File: src/rtl/mem_bus_pkg.sv
// Shared widths, FSM state encoding and latched request layout for the
// CPU memory-port bus interface.
package mem_bus_pkg;

    localparam int ADDR_W = 12;
    localparam int DATA_W = 4;
    localparam int WAIT_W = 4;

    typedef enum logic [2:0] {
        IDLE,
        SETUP,
        ACCESS,
        HOLD,
        HIT
    } state_t;

    typedef struct packed {
        logic              we;
        logic [ADDR_W-1:0] addr;
        logic [DATA_W-1:0] wdata;
    } req_t;

endpackage

File: src/rtl/bus_line_cache.sv
// One-entry read cache: tag/data/valid with lookup, fill on read completion
// and write-through update when a write lands on the cached address.
module bus_line_cache #(
    parameter int ADDR_W   = mem_bus_pkg::ADDR_W,
    parameter int DATA_W   = mem_bus_pkg::DATA_W,
    parameter int CACHE_EN = 1
) (
    input  logic              clk,
    input  logic              rst,
    input  logic [ADDR_W-1:0] i_lookup_addr,
    output logic              o_hit,
    output logic [DATA_W-1:0] o_data,
    input  logic              i_fill_en,
    input  logic [ADDR_W-1:0] i_fill_addr,
    input  logic [DATA_W-1:0] i_fill_data,
    input  logic              i_wr_en,
    input  logic [ADDR_W-1:0] i_wr_addr,
    input  logic [DATA_W-1:0] i_wr_data
);
    import mem_bus_pkg::*;

    logic              r_valid;
    logic [ADDR_W-1:0] r_tag;
    logic [DATA_W-1:0] r_data;

    assign o_hit  = (CACHE_EN != 0) && r_valid && (r_tag == i_lookup_addr);
    assign o_data = r_data;

    always_ff @(posedge clk) begin
        if (rst) begin
            r_valid <= 1'b0;
            r_tag   <= '0;
            r_data  <= '0;
        end else if (i_fill_en) begin
            r_valid <= 1'b1;
            r_tag   <= i_fill_addr;
            r_data  <= i_fill_data;
        end else if (i_wr_en && r_valid && (r_tag == i_wr_addr)) begin
            r_data  <= i_wr_data;
        end
    end

endmodule

File: src/rtl/mem_bus_if.sv
// Bus interface unit: one core request at a time, sequenced onto the address,
// data and direction pins with programmable wait states and a read cache.
module mem_bus_if #(
    parameter int ADDR_W      = mem_bus_pkg::ADDR_W,
    parameter int DATA_W      = mem_bus_pkg::DATA_W,
    parameter int WAIT_STATES = 2,
    parameter int CACHE_EN    = 1
) (
    input  logic              clk,
    input  logic              rst,
    input  logic              req,
    input  logic              we,
    input  logic [ADDR_W-1:0] addr,
    input  logic [DATA_W-1:0] wdata,
    output logic [DATA_W-1:0] rdata,
    output logic              ack,
    output logic              busy,
    output logic [ADDR_W-1:0] bus_addr,
    output logic [DATA_W-1:0] bus_data_out,
    input  logic [DATA_W-1:0] bus_data_in,
    output logic              bus_data_rw
);
    import mem_bus_pkg::*;

    localparam logic [WAIT_W-1:0] WAIT_LOAD = WAIT_W'(WAIT_STATES);

    state_t              r_state;
    req_t                r_req;
    logic [WAIT_W-1:0]   r_wait_cnt;
    logic [ADDR_W-1:0]   r_bus_addr;
    logic [DATA_W-1:0]   r_bus_data_out;
    logic                r_bus_data_rw;
    logic [DATA_W-1:0]   r_rdata;
    logic                r_ack;

    logic                w_hit;
    logic [DATA_W-1:0]   w_cache_data;
    logic                w_fill_en;
    logic                w_wt_en;

    // Cache updates coincide with the HOLD exit edge, using the captured read data.
    assign w_fill_en = (r_state == HOLD) && !r_req.we;
    assign w_wt_en   = (r_state == HOLD) &&  r_req.we;

    bus_line_cache #(
        .ADDR_W   (ADDR_W),
        .DATA_W   (DATA_W),
        .CACHE_EN (CACHE_EN)
    ) u_cache (
        .clk           (clk),
        .rst           (rst),
        .i_lookup_addr (addr),
        .o_hit         (w_hit),
        .o_data        (w_cache_data),
        .i_fill_en     (w_fill_en),
        .i_fill_addr   (r_req.addr),
        .i_fill_data   (r_rdata),
        .i_wr_en       (w_wt_en),
        .i_wr_addr     (r_req.addr),
        .i_wr_data     (r_req.wdata)
    );

    always_ff @(posedge clk) begin
        if (rst) begin
            r_state        <= IDLE;
            r_req          <= '0;
            r_wait_cnt     <= '0;
            r_bus_addr     <= '0;
            r_bus_data_out <= '0;
            r_bus_data_rw  <= 1'b0;
            r_rdata        <= '0;
            r_ack          <= 1'b0;
        end else begin
            r_ack <= 1'b0;
            case (r_state)
                IDLE: begin
                    if (req) begin
                        r_req.we    <= we;
                        r_req.addr  <= addr;
                        r_req.wdata <= wdata;
                        r_state     <= (!we && w_hit) ? HIT : SETUP;
                    end
                end
                SETUP: begin
                    r_bus_addr <= r_req.addr;
                    if (r_req.we) begin
                        r_bus_data_out <= r_req.wdata;
                        r_bus_data_rw  <= 1'b1;
                    end else begin
                        r_bus_data_rw  <= 1'b0;
                    end
                    r_wait_cnt <= WAIT_LOAD;
                    r_state    <= ACCESS;
                end
                ACCESS: begin
                    if (r_wait_cnt != '0) begin
                        r_wait_cnt <= r_wait_cnt - 1'b1;
                    end else begin
                        if (!r_req.we) begin
                            r_rdata <= bus_data_in;
                        end
                        r_state <= HOLD;
                    end
                end
                HOLD: begin
                    r_bus_data_rw <= 1'b0;
                    r_ack         <= 1'b1;
                    r_state       <= IDLE;
                end
                HIT: begin
                    r_rdata <= w_cache_data;
                    r_ack   <= 1'b1;
                    r_state <= IDLE;
                end
                default: begin
                    r_state <= IDLE;
                end
            endcase
        end
    end

    assign rdata        = r_rdata;
    assign ack          = r_ack;
    assign busy         = (r_state != IDLE);
    assign bus_addr     = r_bus_addr;
    assign bus_data_out = r_bus_data_out;
    assign bus_data_rw  = r_bus_data_rw;

endmodule
File: config.mk
export PLATFORM = sky130hd
export DESIGN_NAME = mem_bus_if
export DESIGN_NICKNAME = d
export VERILOG_FILES = /design/src/rtl/mem_bus_pkg.sv /design/src/rtl/bus_line_cache.sv /design/src/rtl/mem_bus_if.sv
export SDC_FILE = /design/constraint.sdc
export NUM_CORES = 1
export LEC_CHECK = 0
export CAP_MARGIN = 40
export CORE_UTILIZATION = 40
export DETAILED_ROUTE_END_ITERATION = 7
export PLACE_DENSITY_LB_ADDON = 0.05
export SKIP_LAST_GASP = 1
export SLEW_MARGIN = 20
export SYNTH_ARGS = -nofsm -noshare
export SYNTH_HDL_FRONTEND = slang
export SYNTH_SLANG_ARGS = --single-unit
File: constraint.sdc
create_clock -name clk -period 2.8 [get_ports clk]
set_clock_uncertainty 0.2 [all_clocks]
set_input_delay 0.28 -clock clk [delete_from_list [all_inputs] [get_ports clk]]
set_output_delay 0.28 -clock clk [all_outputs]
set_load 0.1 [all_outputs]
# Yosys cells after proc, flatten, opt, wreduce, memory -nomap -nowiden
# Cells that the tools add are included.
dict set report totals {
  register_bits 63
  in_bits 24
}
dict set report classes {
  addsub 1
  eq_ne 10
  muxes 14
  n_reduce_logical 21
}
# operator count
set op_table {}
lappend op_table {{$eq 12x12->1} 2}
lappend op_table {{$mux 4} 5}
lappend op_table {{$pmux 4 s2} 2}
lappend op_table {{$mux 3} 3}
lappend op_table {{$pmux 3 s3} 1}
lappend op_table {{$ne 2x2->1 const B} 4}
lappend op_table {{$reduce_and 2->1} 4}
lappend op_table {{$reduce_bool 2->1} 4}
lappend op_table {{$eq 3x2->1 const B} 2}
lappend op_table {{$logic_and 1x1->1} 6}
lappend op_table {{$reduce_bool 4->1} 1}
lappend op_table {{$sub 4x1->4 const B} 1}
lappend op_table {{$eq 3x1->1 const B} 1}
lappend op_table {{$eq 3x3->1 const B} 1}
lappend op_table {{$logic_not 3->1} 1}
lappend op_table {{$reduce_and 3->1} 1}
lappend op_table {{$reduce_bool 3->1} 1}
lappend op_table {{$logic_not 1->1} 2}
lappend op_table {{$mux 1} 2}
lappend op_table {{$pmux 1 s2} 1}
lappend op_table {{$reduce_or 2->1} 1}

# Logic depth before layout (Yosys ltp)
dict set report depth {
  depth_word 6
  ltp_mapped 7
  depth_no_buf 6
}

# Cells and area by module
# A second synthesis with hierarchy kept.
dict set report unflattened {
  hier_cells 322
  hier_area_um2 2852.7
}
# mod instances cells_per_inst area_each_um2
set by_module_without_submodules {}
lappend by_module_without_submodules {mem_bus_if 1 218 1854.3}
lappend by_module_without_submodules {bus_line_cache 1 104 998.5}

# Least setup slack after synthesis
# OpenSTA, ideal clock, no wires.
dict set report synth_timing {
  kind {reg2out}
  start {register r_state[0]}
  end {output port busy}
  arrival_time_ns 1.198
  required_time_ns 2.320
  slack_ns 1.122
  stages_incl_launch_ff 4
  path_buffers 1
  path_cell_list {dfxtp_1 -> buf_4 -> nor3_2 -> inv_1}
}
dict set report synth_via {
  elab_chain_len 1
}
# element line_no
set synth_rtl {}
lappend synth_rtl {{start, declared} mem_bus_if.sv:27} ;# state_t r_state;
lappend synth_rtl {{start signal, assigned} mem_bus_if.sv:81} ;# r_state <= (!we && w_hit) ? HIT : SETUP;
lappend synth_rtl {{$reduce_bool 3->1} mem_bus_if.sv:124} ;# assign busy = (r_state != IDLE);
lappend synth_rtl {{end, declared} mem_bus_if.sv:17} ;# output logic busy,
# Every way passes these cells.

# Worst setup path after layout
dict set report layout_timing {
  start {register r_state[1]}
  end {register u_cache.r_data[3] (netlist: u_cache.o_data[3])}
}
dict set report layout_via {
  elab_chain_len 5
  word_cells_on_any_way 7
  classes_between {eq/ne: 1; mux: 1; reduce/logical: 5}
}
# element line_no
set layout_rtl {}
lappend layout_rtl {{$eq 3x2->1 (*)} {mem_bus_if.sv:42, mem_bus_if.sv:43}}
lappend layout_rtl {{$logic_and 1x1->1} mem_bus_if.sv:43} ;# assign w_wt_en = (r_state == HOLD) && r_req.we;
lappend layout_rtl {{$logic_and 1x1->1 (2 in series)} bus_line_cache.sv:38} ;# end else if (i_wr_en && r_valid && (r_tag == i_wr_addr)) begin
lappend layout_rtl {{$reduce_bool 2->1 (no source line)} -}
lappend layout_rtl {{end signal, assigned} bus_line_cache.sv:37} ;# r_data <= i_fill_data;
lappend layout_rtl {{end signal, assigned} bus_line_cache.sv:39} ;# r_data <= i_wr_data;
lappend layout_rtl {{end, declared} bus_line_cache.sv:24} ;# logic [DATA_W-1:0] r_data;
# Mark *: on every way between the ends. The rest lies on a longest branch, timed or not.
# A chain may end at the register's enable or synchronous reset.

==> impl_metrics.tcl <==
set metrics [dict create \
    syn_nets 353 \
    power-per-cell-area_nw_per_um2 643.1 \
    first_global_vias 2106 \
    post_synth_num_cell_types 37 \
    gp_routability_congestion 0.7428 \
    drc 0 \
    final-hold-violation-count 0 \
    static-leakage-power_nw 1.271 \
    area_delta_synth_final_pct 22.58 \
    cts.repair.resized 0 \
    dp.final_hpwl_um 4361 \
    finalCritPeriodShare_pct 71.42 \
    worstPathArrival_ns 2.02 \
    clock-sinks 63 \
    crit_chain "nand3b_4 > nand2b_1 > nor4_4 > o22ai_1 > o311a_1" \
    worst_ep_required_time_ns 2.82 \
    multi_input_area_um2 1358 \
    timing.max_cap.violations 0 \
    cts-root-buf "clkbuf_8" \
    cts_htree_levels 3 \
    fp.dieW_um 84.73 \
    layout.cells.most_common_list "87 x nand2_1, 63 x dfxtp_1, 44 x a21oi_1" \
    grt_setup_unrepaired "false" \
    floorplan.initialDensity_pct 42.15 \
    ys_async_sr_fraction_pct 0 \
    boundary_pins 47 \
    crit_fanout 9 \
    cts_tree "yes" \
    clock_insertion_delay_worst_skew_ns 0.33 \
    vias 2251 \
    dr.first_iter.drc_count 139 \
    grt_pass1_wl_um 10370 \
    layout_commonest_cell "nand2_1" \
    postCtsSetupBuffers 0 \
    floorplan_die_area_um2 7179 \
    final-seq-area_um2 1261 \
    tns_ns 0 \
    dpl_worst_slack_ns 0.7748 \
    final_net_count 394 \
    number_of_buffers_added_by_the_clock_tree_synthesis_step 9 \
    post_route_cells_drive_above_1_share_pct 13.67 \
    synth_compound_area_share_pct 13.53 \
    yosys.area_share.simple_pct 23.26 \
    critPathSlowestCell "dfxtp_1" \
    fp-row-count 29 \
    hp-class "in -> reg" \
    insertedDiodeCount 0 \
    dr.pass1.iters 8 \
    ctsLongestPathBuffers 2 \
    max-vdd-ir-drop_mv 0.2917 \
    syn_area_um2 2738 \
    synth_edf_count 0 \
    layout_min_cycle_time_ns 2.000 \
    detail-route-antenna-nets 0 \
    setup.worst_path.start_class "flop" \
    yosysWarnings 0 \
    pin_count_of_the_biggest_net_entering_global_routing 35 \
    port-buffer-count 46 \
    status "complete, no violations" \
    antenna_found_initial 0 \
    final_critical_path_setup_slack_ns 0.8002 \
    fmaxAchievable_ghz 0.5000 \
    drt-wirelength-per-cell_um 14.14 \
    synth-xor-area-share_pct 8.958 \
    synthCells 327 \
    synth_register_bits 63 \
    cp.buffers_inverters 0 \
    drt-total-wl_um 6362 \
    critPathTopFamily "simple AND/OR/NAND/NOR gates" \
    yosys_most_used_dff "dfxtp_1" \
    cts.hold.buffers_added 0 \
    post_synth.cell_area_avg_um2 8.372 \
    worst_slew_pin_slew_ns 0.6976 \
    setup_viol 0 \
    crit_path_max_incr_delay_ns 0.65 \
    synthMuxAreaShare_pct 2.925 \
    cts.clk_slew.worst_paths_ns 0.07 \
    slew_viol_final 0 \
    grt_overflow_total 0 \
    main_combinational_cell_family_by_area_after_synthesis "simple AND/OR/NAND/NOR gates" \
    core_region_area_um2 6495 \
    final.fill_count 642 \
    global_route.usage.total_pct 18.95 \
    synth_adder_area_share_pct 0.9141 \
    endpoint_kind "flop" \
    slew_headroom_pct 53.38 \
    dieHeight_um 84.73 \
    yosysSeqAreaShare_pct 46.07 \
    worst_path_class_setup "reg -> reg" \
    vias_per_cell 5.002 \
]
Yosys cell counts, types with 5 or more instances:
master    instances  area share (%)
a21oi_1          44             8.0
xor2_1           14             4.5
xnor2_1          14             4.5
nor2_1           24             3.3
nand2_1          87              12
nor3_1            6             1.1
mux2i_1           8             2.9
buf_2             5            0.91
dfxtp_1          63              46
clkbuf_1         11             1.5
inv_1             6            0.82
area by class of cell:
cell class,instances,share of cell area [%]
sequential,63,37.58
clock buffer,12,4.325
clock inverter,4,1.342
timing repair buffer,50,12.75
tap,77,2.871
multi-input combinational,238,40.45
inverter,6,0.6711
cell families (layout without fill, tap and decap cells):
logic type	after synthesis	after routing
mux	8	8
xor+xnor	28	28
simple gates	138	138
buf+inv	26	72
flops	63	63
fa+ha+maj	2	2
compound gates	62	62
where the power goes:
| group | switching [mW] | internal (mW) | leakage (nW) | total (mW) |
|---|---|---|---|---|
| logic | 0.258 | 0.127 | 0.660 | 0.385 |
| clock network | 0.344 | 0.432 | 0.100 | 0.775 |
| registers | 0.0566 | 0.941 | 0.512 | 0.998 |
flip-flops by register name, summed over array words and instances, names as in the netlist:
| signal | flops |
|---|---|
| ack | 1 |
| bus_addr | 12 |
| bus_data_out | 4 |
| bus_data_rw | 1 |
| r_req | 17 |
| r_state | 3 |
| r_wait_cnt | 4 |
| rdata | 4 |
| u_cache.o_data | 4 |
| u_cache.r_tag | 12 |
| u_cache.r_valid | 1 |
per-layer routing:
metal | GRT usage, % | up-vias | wire [um]
li1 | - | 1172 | -
met1 | 25.96 | 1028 | 3245
met2 | 28.46 | 47 | 2795
met3 | 6.785 | 4 | 285
met4 | 4.622 | 0 | 36
met5 | 0 | - | 0
per-stage QoR:
step                instances  utilization (%)  power, mW  instance area, um2  hold slack, ns
CTS                       450            51.67      2.180                3356          0.2518
floorplan                 327                -      1.294                2738          0.2160
detailed placement        434            48.74      1.405                3166          0.2477
global route              450            51.67      2.267                3356          0.2618
finish                    450            51.67      2.158                3356          0.2510
global placement          434            48.74      1.403                3166          0.2431
worst paths after layout:
kind / from / endpoint / slack (ns) / cells past startpoint
max: r_state[1]$_SDFFE_PP0P_ / u_cache.o_data[3]$_SDFFE_PP0P_ / 0.80 / 5
min: rst / r_wait_cnt[0]$_SDFFE_PP0P_ / 0.25 / 2
max reg2reg: r_state[1]$_SDFFE_PP0P_ / u_cache.o_data[3]$_SDFFE_PP0P_ / 0.80 / 5
min reg2reg: bus_addr[2]$_SDFFE_PP0P_ / bus_addr[2]$_SDFFE_PP0P_ / 0.25 / 2
Note: power is estimated with default switching activity, not from simulation.
